**config.mk**
```make
export PLATFORM = sky130hd
export DESIGN_NAME = systolic_sequencer
export DESIGN_NICKNAME = d
export VERILOG_FILES = /design/src/rtl/systolic_sequencer.sv
export SDC_FILE = /design/constraint.sdc
export NUM_CORES = 1
export LEC_CHECK = 0
export ABC_CLOCK_PERIOD_IN_PS = 4330
export BUFFER_PORTS_ARGS = -buffer_cell sky130_fd_sc_hd__buf_4
export CORE_ASPECT_RATIO = 1.2
export CORE_MARGIN = 3
export CORE_UTILIZATION = 25
export DETAILED_ROUTE_END_ITERATION = 7
export SETUP_SLACK_MARGIN = 0.2
export SKIP_CTS_REPAIR_TIMING = 1
export SKIP_LAST_GASP = 1
export SYNTH_ARGS = -nofsm -noshare
export SYNTH_HDL_FRONTEND = slang
export SYNTH_SLANG_ARGS = --single-unit
```
**constraint.sdc**
```tcl
create_clock -name clk -period 4.33 [get_ports clk]
set_input_delay 0.6495 -clock clk [delete_from_list [all_inputs] [get_ports clk]]
set_output_delay 0.6495 -clock clk [all_outputs]
set_load 0.01 [all_outputs]
```
**src/rtl/systolic_sequencer.sv**
```systemverilog
// Weight-stationary pass sequencer for the DEPTH x DEPTH systolic array: latches a
// weight/data tile, shifts weights in, feeds skewed data, drains, then pulses done.
module systolic_sequencer #(
    parameter int BIT_WIDTH    = 16,
    parameter int DEPTH        = 4,
    parameter int DRAIN_CYCLES = 8
) (
    input  logic                               clk,
    input  logic                               rst_n,
    input  logic                               start,
    input  logic                               reuse_wt,
    input  logic [BIT_WIDTH*DEPTH*DEPTH-1:0]   wt_tile,
    input  logic [BIT_WIDTH*DEPTH*DEPTH-1:0]   data_tile,
    output logic                               ready,
    output logic                               busy,
    output logic                               control,
    output logic [BIT_WIDTH*DEPTH-1:0]         wt_arr,
    output logic [BIT_WIDTH*DEPTH-1:0]         data_arr,
    output logic                               done,
    output logic                               wt_loaded,
    output logic [2:0]                         state_dbg
);

    localparam int CNT_MAX = (2*DEPTH-1 > DRAIN_CYCLES) ? 2*DEPTH-1 : DRAIN_CYCLES;
    localparam int CNT_W   = $clog2(CNT_MAX) + 1;
    localparam int ROW_W   = BIT_WIDTH*DEPTH;

    localparam logic [2:0] S_IDLE   = 3'd0;
    localparam logic [2:0] S_LOAD_W = 3'd1;
    localparam logic [2:0] S_SETTLE = 3'd2;
    localparam logic [2:0] S_FEED   = 3'd3;
    localparam logic [2:0] S_DRAIN  = 3'd4;
    localparam logic [2:0] S_DONE   = 3'd5;

    logic [2:0]                       state, state_nxt;
    logic [CNT_W-1:0]                 cnt;
    logic [BIT_WIDTH*DEPTH*DEPTH-1:0] wt_q, data_q;
    logic                             accept;

    // Handshake: a pass is accepted at a rising edge where start && ready;
    // start while not ready is dropped, never queued.
    assign accept    = start && ready;
    assign ready     = (state == S_IDLE) || (state == S_DONE);
    assign busy      = (state == S_LOAD_W) || (state == S_SETTLE) ||
                       (state == S_FEED) || (state == S_DRAIN);
    assign control   = (state == S_LOAD_W);
    assign done      = (state == S_DONE);
    assign state_dbg = state;

    always_comb begin
        state_nxt = state;
        case (state)
            S_IDLE, S_DONE: begin
                if (accept)
                    state_nxt = (reuse_wt && wt_loaded) ? S_FEED : S_LOAD_W;
                else
                    state_nxt = S_IDLE;
            end
            S_LOAD_W: if (cnt == CNT_W'(DEPTH-1))        state_nxt = S_SETTLE;
            S_SETTLE:                                     state_nxt = S_FEED;
            S_FEED:   if (cnt == CNT_W'(2*DEPTH-2))      state_nxt = S_DRAIN;
            S_DRAIN:  if (cnt == CNT_W'(DRAIN_CYCLES-1)) state_nxt = S_DONE;
            default:                                      state_nxt = S_IDLE;
        endcase
    end

    always_ff @(posedge clk or negedge rst_n) begin
        if (!rst_n) begin
            state     <= S_IDLE;
            cnt       <= '0;
            wt_loaded <= 1'b0;
            wt_q      <= '0;
            data_q    <= '0;
        end else begin
            state <= state_nxt;
            if ((state_nxt != state) || (state_nxt == S_IDLE))
                cnt <= '0;
            else
                cnt <= cnt + CNT_W'(1);
            if (accept) begin
                wt_q   <= wt_tile;
                data_q <= data_tile;
            end
            if (state == S_SETTLE)
                wt_loaded <= 1'b1;
        end
    end

    // Last weight row goes in first so row 0 ends up in the top PE row.
    always_comb begin
        wt_arr = '0;
        if (state == S_LOAD_W) begin
            for (int r = 0; r < DEPTH; r++) begin
                if (cnt == CNT_W'(DEPTH-1-r))
                    wt_arr = wt_q[r*ROW_W +: ROW_W];
            end
        end
    end

    // Diagonal skew: lane l carries vector t on feed step k = t + l.
    always_comb begin
        data_arr = '0;
        if (state == S_FEED) begin
            for (int t = 0; t < DEPTH; t++) begin
                for (int l = 0; l < DEPTH; l++) begin
                    if (cnt == CNT_W'(t + l))
                        data_arr[l*BIT_WIDTH +: BIT_WIDTH] =
                            data_q[(t*DEPTH + l)*BIT_WIDTH +: BIT_WIDTH];
                end
            end
        end
    end

endmodule

```
==> summary.txt, run 1 <==
Run status
  – Status: finished, final reports clean

Synthesis
  – Top cell type's share of synthesized area: 51.4%
  – Synth Cell Area: 0.0253 mm2
  – Flops & latches, synth: 520
  – Multiplexer share of the synthesized area: 32.4%
  – EDFF count, synth: 0
  – YS warnings: 0
  – Synth top cells by count: 520 x dfrtp_1, 480 x mux2_4, 109 x o21ai_0
  – Library cells used by synthesis: 49
  – Compound-Gate Fraction of Synth Area: 10.2%
  – Async SR Flop Fraction: 100%
  – Post-Syn Nets: 2236
  – Syn avg cell area: 14.8 um2
  – Top cells by area, synth: dfrtp_1 51%, mux2_4 28%, mux2i_1 2.5%, buf_6 2.4%, a2bb2oi_1 2.2%
  – Main synth FF type: dfrtp_1
  – Sequential area share after synthesis: 51.4%
  – Simple logic cell fraction of the synthesized area: 1.79%
  – Largest family of logic cells by synthesized area: multiplexers
  – Post-Syn Instances: 1716
  – Dominant cell type by area after synthesis: dfrtp_1
  – Synth Area in XOR/XNOR: 0.138%
  – Adder-cell area share of the yosys netlist: 0.198%
  – Cell with the most instances after synthesis: dfrtp_1

Critical path
  – WP data required: 3.68 ns
  – Slowest Stage Delay on Critical Path: 0.80 ns
  – CP max FO: 22
  – CP dominant cell by count: buf_4
  – Worst setup path start: cnt[0]
  – Reg2Reg Setup Slack: 1.52 ns
  – Reg2Reg Depth: 5
  – Critical-path top delay cell: a221oi_2
  – CP Capture Point: data_arr[2]
  – CP Capture Type: output pin
  – Startpoint Class: register
  – R2R Path Start: state_dbg[2]
  – Crit path arrival time: 3.22 ns
  – R2r endpoint: data_q[142]
  – Worst path cell trace: inv_1 -> ha_1 -> or3b_4 -> nor2_2 -> buf_4 -> a221oi_2 -> nor3_1 -> buf_4
  – Critical path type: reg -> out

Drt
  – Antenna viol nets, final: 0
  – 1st-pass router iterations: 6
  – Vias per cell: 4.52
  – Routed vias: 16992
  – Drt initial violations: 831
  – Final WL: 83800 um
  – DRC viols: 0
  – WL/cell: 22.3 um

Floorplanning
  – Die Span Y: 355 um
  – Die ar.: 0.105 mm2
  – Initial core utilization: 25.3%
  – Cell Rows: 127
  – Die Width: 297 um
  – IO Count: 652
  – Core region area: 0.100 mm2

Clock network
  – Worst skew pair latency: 0.62 ns
  – CTS tree: built
  – H-tree depth: 2
  – Inserted Clock Buffers: 58
  – Root Driver: clkbuf_16
  – Clock Sinks: 520
  – Clock Path Buffers: 3
  – Worst-path clk slew: 0.06 ns

Timing
  – Final number of max-transition violations: 0
  – RSZ-0062 raised after global routing: false
  – Fin crit share: 89.3%
  – Final hold violation count: 0
  – FMAX: 259 MHz
  – Crit path time final: 3.87 ns
  – Max-slew headroom: 38.5%
  – Setup Skew: 0.0193 ns
  – Final WS setup: 0.464 ns
  – Final setup fails: 0
  – Worst slew pin tran: 0.923 ns

Layout
  – Final nets: 2882
  – Share of layout cells above drive strength 1: 56.0%
  – Fin area: 0.0337 mm2
  – Area delta synth->final: 32.9%
  – Fill cells: 9927

Global routing
  – Initial antenna violation count: 7
  – Vias in the first global route: 18428
  – GRT Resource Usage Total: 15.3%
  – First-pass GRT wire length: 121000 um
  – Grt ovf: 0
  – Maximum number of pins on one net before global-route repair: 92

Placement
  – Hpwl dp: 60800 um
  – Port bufs: 651
  – Placed Instance Area: 0.0318 mm2
  – RePlAce Congestion: 0.822
  – Pre-CTS WS: 0.668 ns

Worst hold path
  – Min-Delay Path Class: in -> async

Run
  – Max cap viols: 0

Power
  – Leakage: 0.0153 uW
  – Worst vdd ir: 0.375 mV
  – PD cells: 706 mW/mm2
  – Total power: 23800 uW
## cell type report
type,instances,area [um2],share of cell area [%]
clock buffer,83,1700,5.04
tap,1354,1690,5.03
antenna,6,15.0,0.0446
clock inverter,18,181,0.539
multi-input combinational,1050,11400,33.8
timing repair buffer,729,5690,16.9
inverter,3,11.3,0.0334
sequential,520,13000,38.6
## how the worst min path moves through the flow
stage / slack (ns) / cells past startpoint / to
floorplan: 0.35 / 0 / cnt[0]
global route: 0.10 / 1 / data_q[161]
global placement: 0.47 / 1 / wt_q[201]
detailed placement: 0.47 / 1 / wt_q[201]
finish: 0.11 / 1 / data_q[161]
CTS: 0.08 / 1 / data_q[161]
## metal layers
layer | vias to the layer above | GRT usage, % | share of wire [%]
met2 | 668 | 24.4 | 45
met1 | 8526 | 19.0 | 41
met3 | 117 | 5.79 | 10
met4 | 2 | 5.13 | 3.1
li1 | 7679 | - | -
met5 | - | 0 | 0.017
## logic make-up after synthesis
family	Yosys count
fa+ha+maj	4
simple gates	84
xor+xnor	4
buf+inv	146
mux	575
flops	520
compound gates	383
## state kept, by name, summed over array words and instances (netlist names)
name and flops:
wt_loaded 1, wt_q 256, state_dbg 3, data_q 256, cnt 4
## metrics by stage
| stage | hold slack, ns | setup TNS, ns | instances | utilization, % |
|---|---|---|---|---|
| after floorplan | 0.354 | 0 | 1716 | - |
| after global placement | 0.466 | 0 | 3656 | 31.7 |
| after detailed placement | 0.469 | 0 | 3656 | 31.7 |
| after CTS | 0.0845 | -0.0458 | 3757 | 33.6 |
| after global routing | 0.102 | 0 | 3760 | 33.6 |
| final | 0.106 | 0 | 3763 | 33.6 |
## where the power goes
part	switching (uW)	total [uW]	internal (uW)
combinational	4320	10000	5680
sequential	1630	8830	7200
clock	2070	4950	2880
## worst max-delay path, delay by kind of cell, from the launching register on
family	cells	cell delay (ns)
adders and majority gates	1	0.26
DFF	1	0.41
AOI/OAI and AO/OA	1	0.80
buffers and inverters	3	0.51
and+or+nand+nor	3	0.61
## placed cells by master, fill, tap and decap left out, drive strengths merged, types with 3 or more instances in the layout
cell type    n
buf        729
dfrtp      520
mux2       512
o21ai      112
clkbuf      83
a21oi       81
mux2i       63
a2bb2oi     63
a221oi      33
nand2       23
nor3        21
o22ai       20
a22oi       18
o2bb2ai     17
a22o        16
a222oi      15
clkinv      11
nor2        10
diode        6
nor2b        6
and2         5
inv          5
nand2b       4
ha           4
nor3b        4
bufinv       3
or3b         3
No activity file was read; power rests on OpenSTA's default activity.
==> run 2, diff against run 1 <==
CELL_PAD_IN_SITES_DETAIL_PLACEMENT = 0   (was unset)
CELL_PAD_IN_SITES_GLOBAL_PLACEMENT = 1   (was unset)
PLACE_DENSITY_LB_ADDON = 0.1   (was unset)
==> summary.txt, run 2 (same netlist as run 1, synthesis figures left out) <==
Drt
  – DRC viols: 0
  – 1st-pass router iterations: 7
  – Antenna viol nets, final: 0
  – Drt initial violations: 858
  – Final WL: 91300 um
  – Vias per cell: 4.48
  – Routed vias: 16896
  – WL/cell: 24.2 um

Global routing
  – GRT Resource Usage Total: 16.9%
  – Grt ovf: 0
  – First-pass GRT wire length: 132000 um
  – Initial antenna violation count: 34
  – Maximum number of pins on one net before global-route repair: 100
  – Vias in the first global route: 18894

Run status
  – Status: finished, final reports clean

Timing
  – Crit path time final: 3.90 ns
  – Final setup fails: 0
  – RSZ-0062 raised after global routing: false
  – Setup TNS Final: 0 ns
  – Final hold violation count: 0
  – Worst slew pin tran: 1.02 ns
  – Final WS setup: 0.431 ns
  – Max-slew headroom: 32.1%
  – Setup Skew: 0.0290 ns
  – Final number of max-transition violations: 0
  – FMAX: 256 MHz
  – Fin crit share: 90.0%

Floorplanning
  – Cell Rows: 127
  – Die Span Y: 355 um
  – Die Width: 297 um
  – IO Count: 652
  – Core region area: 0.100 mm2
  – Die ar.: 0.105 mm2
  – Initial core utilization: 25.3%

Critical path
  – Slowest Stage Delay on Critical Path: 0.93 ns
  – Crit path arrival time: 3.25 ns
  – Critical-path top delay cell: or4_4
  – Critical path type: reg -> out
  – Worst path cell trace: inv_1 -> ha_1 -> or4_4 -> buf_4 -> a2bb2oi_1 -> a21oi_1 -> buf_4
  – CP dominant cell by count: buf_4
  – CP max FO: 51
  – Startpoint Class: register
  – Reg2Reg Setup Slack: 1.50 ns
  – CP Capture Type: output pin
  – WP data required: 3.68 ns

Layout
  – Most common cell after layout, fill and taps aside: buf_4
  – Area delta synth->final: 33.9%
  – Share of layout cells above drive strength 1: 55.8%
  – Top flop regs: data_q (256), wt_q (256), cnt (4)
  – Commonest cells after routing, fill and taps aside: 700 x buf_4, 520 x dfrtp_1, 480 x mux2_4
  – Non-Filler Instances: 3770
  – Final nets: 2877
  – Post-route core utilization: 33.8%

Worst hold path
  – Min-Delay Path Class: in -> async

Clock network
  – Clock Path Buffers: 3
  – H-tree depth: 3
  – Worst-path clk slew: 0.06 ns
  – Root Driver: clkbuf_16
  – Inserted Clock Buffers: 67
  – Clock Sinks: 520
  – CTS tree: built
  – Worst skew pair latency: 0.60 ns

Power
  – Comb pwr share: 40.5%
  – Pint: 16300 uW
  – PD cells: 715 mW/mm2
  – Worst vdd ir: 0.265 mV
  – Switch share: 32.6%
  – Leakage: 0.0154 uW
  – Flop pwr share: 35.6%
  – Psw: 7890 uW
  – Clock share of power: 23.9%

Placement
  – Port bufs: 651
  – RePlAce Congestion: 0.769
  – Placed cell count: 3642
  – Pre-CTS WS: 0.813 ns
  – Hpwl dp: 65100 um

Run
  – Max cap viols: 0
-- run 2: critical path, delay by kind of cell, from the launching register on --
| kind | cells | cell delay [ns] |
|---|---|---|
| buffers and inverters | 3 | 0.62 |
| AOI/OAI and AO/OA | 2 | 0.42 |
| DFF | 1 | 0.40 |
| adders and majority gates | 1 | 0.29 |
| and+or+nand+nor | 1 | 0.93 |
-- run 2: power by group through the flow --
| stage | clock network, uW | logic [uW] | registers, uW |
|---|---|---|---|
| after CTS | 6010 | 10000 | 8640 |
| after global placement | 0 | 9920 | 8670 |
| after global routing | 6230 | 10600 | 8920 |
| after floorplan | 0 | 6850 | 8140 |
| after detailed placement | 0 | 9990 | 8670 |
| final | 5780 | 9830 | 8630 |
-- run 2: layout make-up --
cell class              count  area, um2
flip-flops and latches    520      13000
inverters                   3       11.3
clock buffers              95       1940
clock inverters            21        304
well taps                1354       1690
fillers                  9925      66400
diodes                     12       30.0
repair buffers            715       5550
multi-input cells        1050      11400
-- run 2: layer usage --
metal  part of all wire [%]  up-vias  GRT usage [%]
met3                     11      120           8.04
met5                   0.32        -              0
met4                    1.7       40           3.79
met1                     40     8488           20.4
li1                       -     7688              -
met2                     47      560           27.2
-- run 2: path summary, 6_finish.rpt --
path / startpoint / to / cells after the start
worst max-delay path: cnt[1] / wt_arr[26] / 7
worst min-delay path: rst_n / data_q[50] / 1
worst max register to register: state_dbg[2] / wt_q[205] / 6
worst min register to register: wt_q[201] / wt_q[201] / 1
max in group asynchronous: rst_n / data_q[129] / 2
min in group clk: wt_tile[137] / wt_q[137] / 2
-- run 2: metrics by stage --
| step | hold slack [ns] | total power (uW) | cell area, um2 |
|---|---|---|---|
| 3_3_place_gp | 0.467 | 18600 | 31600 |
| 3_5_place_dp | 0.474 | 18700 | 31600 |
| 2_1_floorplan | 0.354 | 15000 | 25300 |
| 5_1_grt | 0.122 | 25800 | 33900 |
| 4_1_cts | 0.111 | 24700 | 33900 |
| 6_report | 0.0952 | 24200 | 33900 |
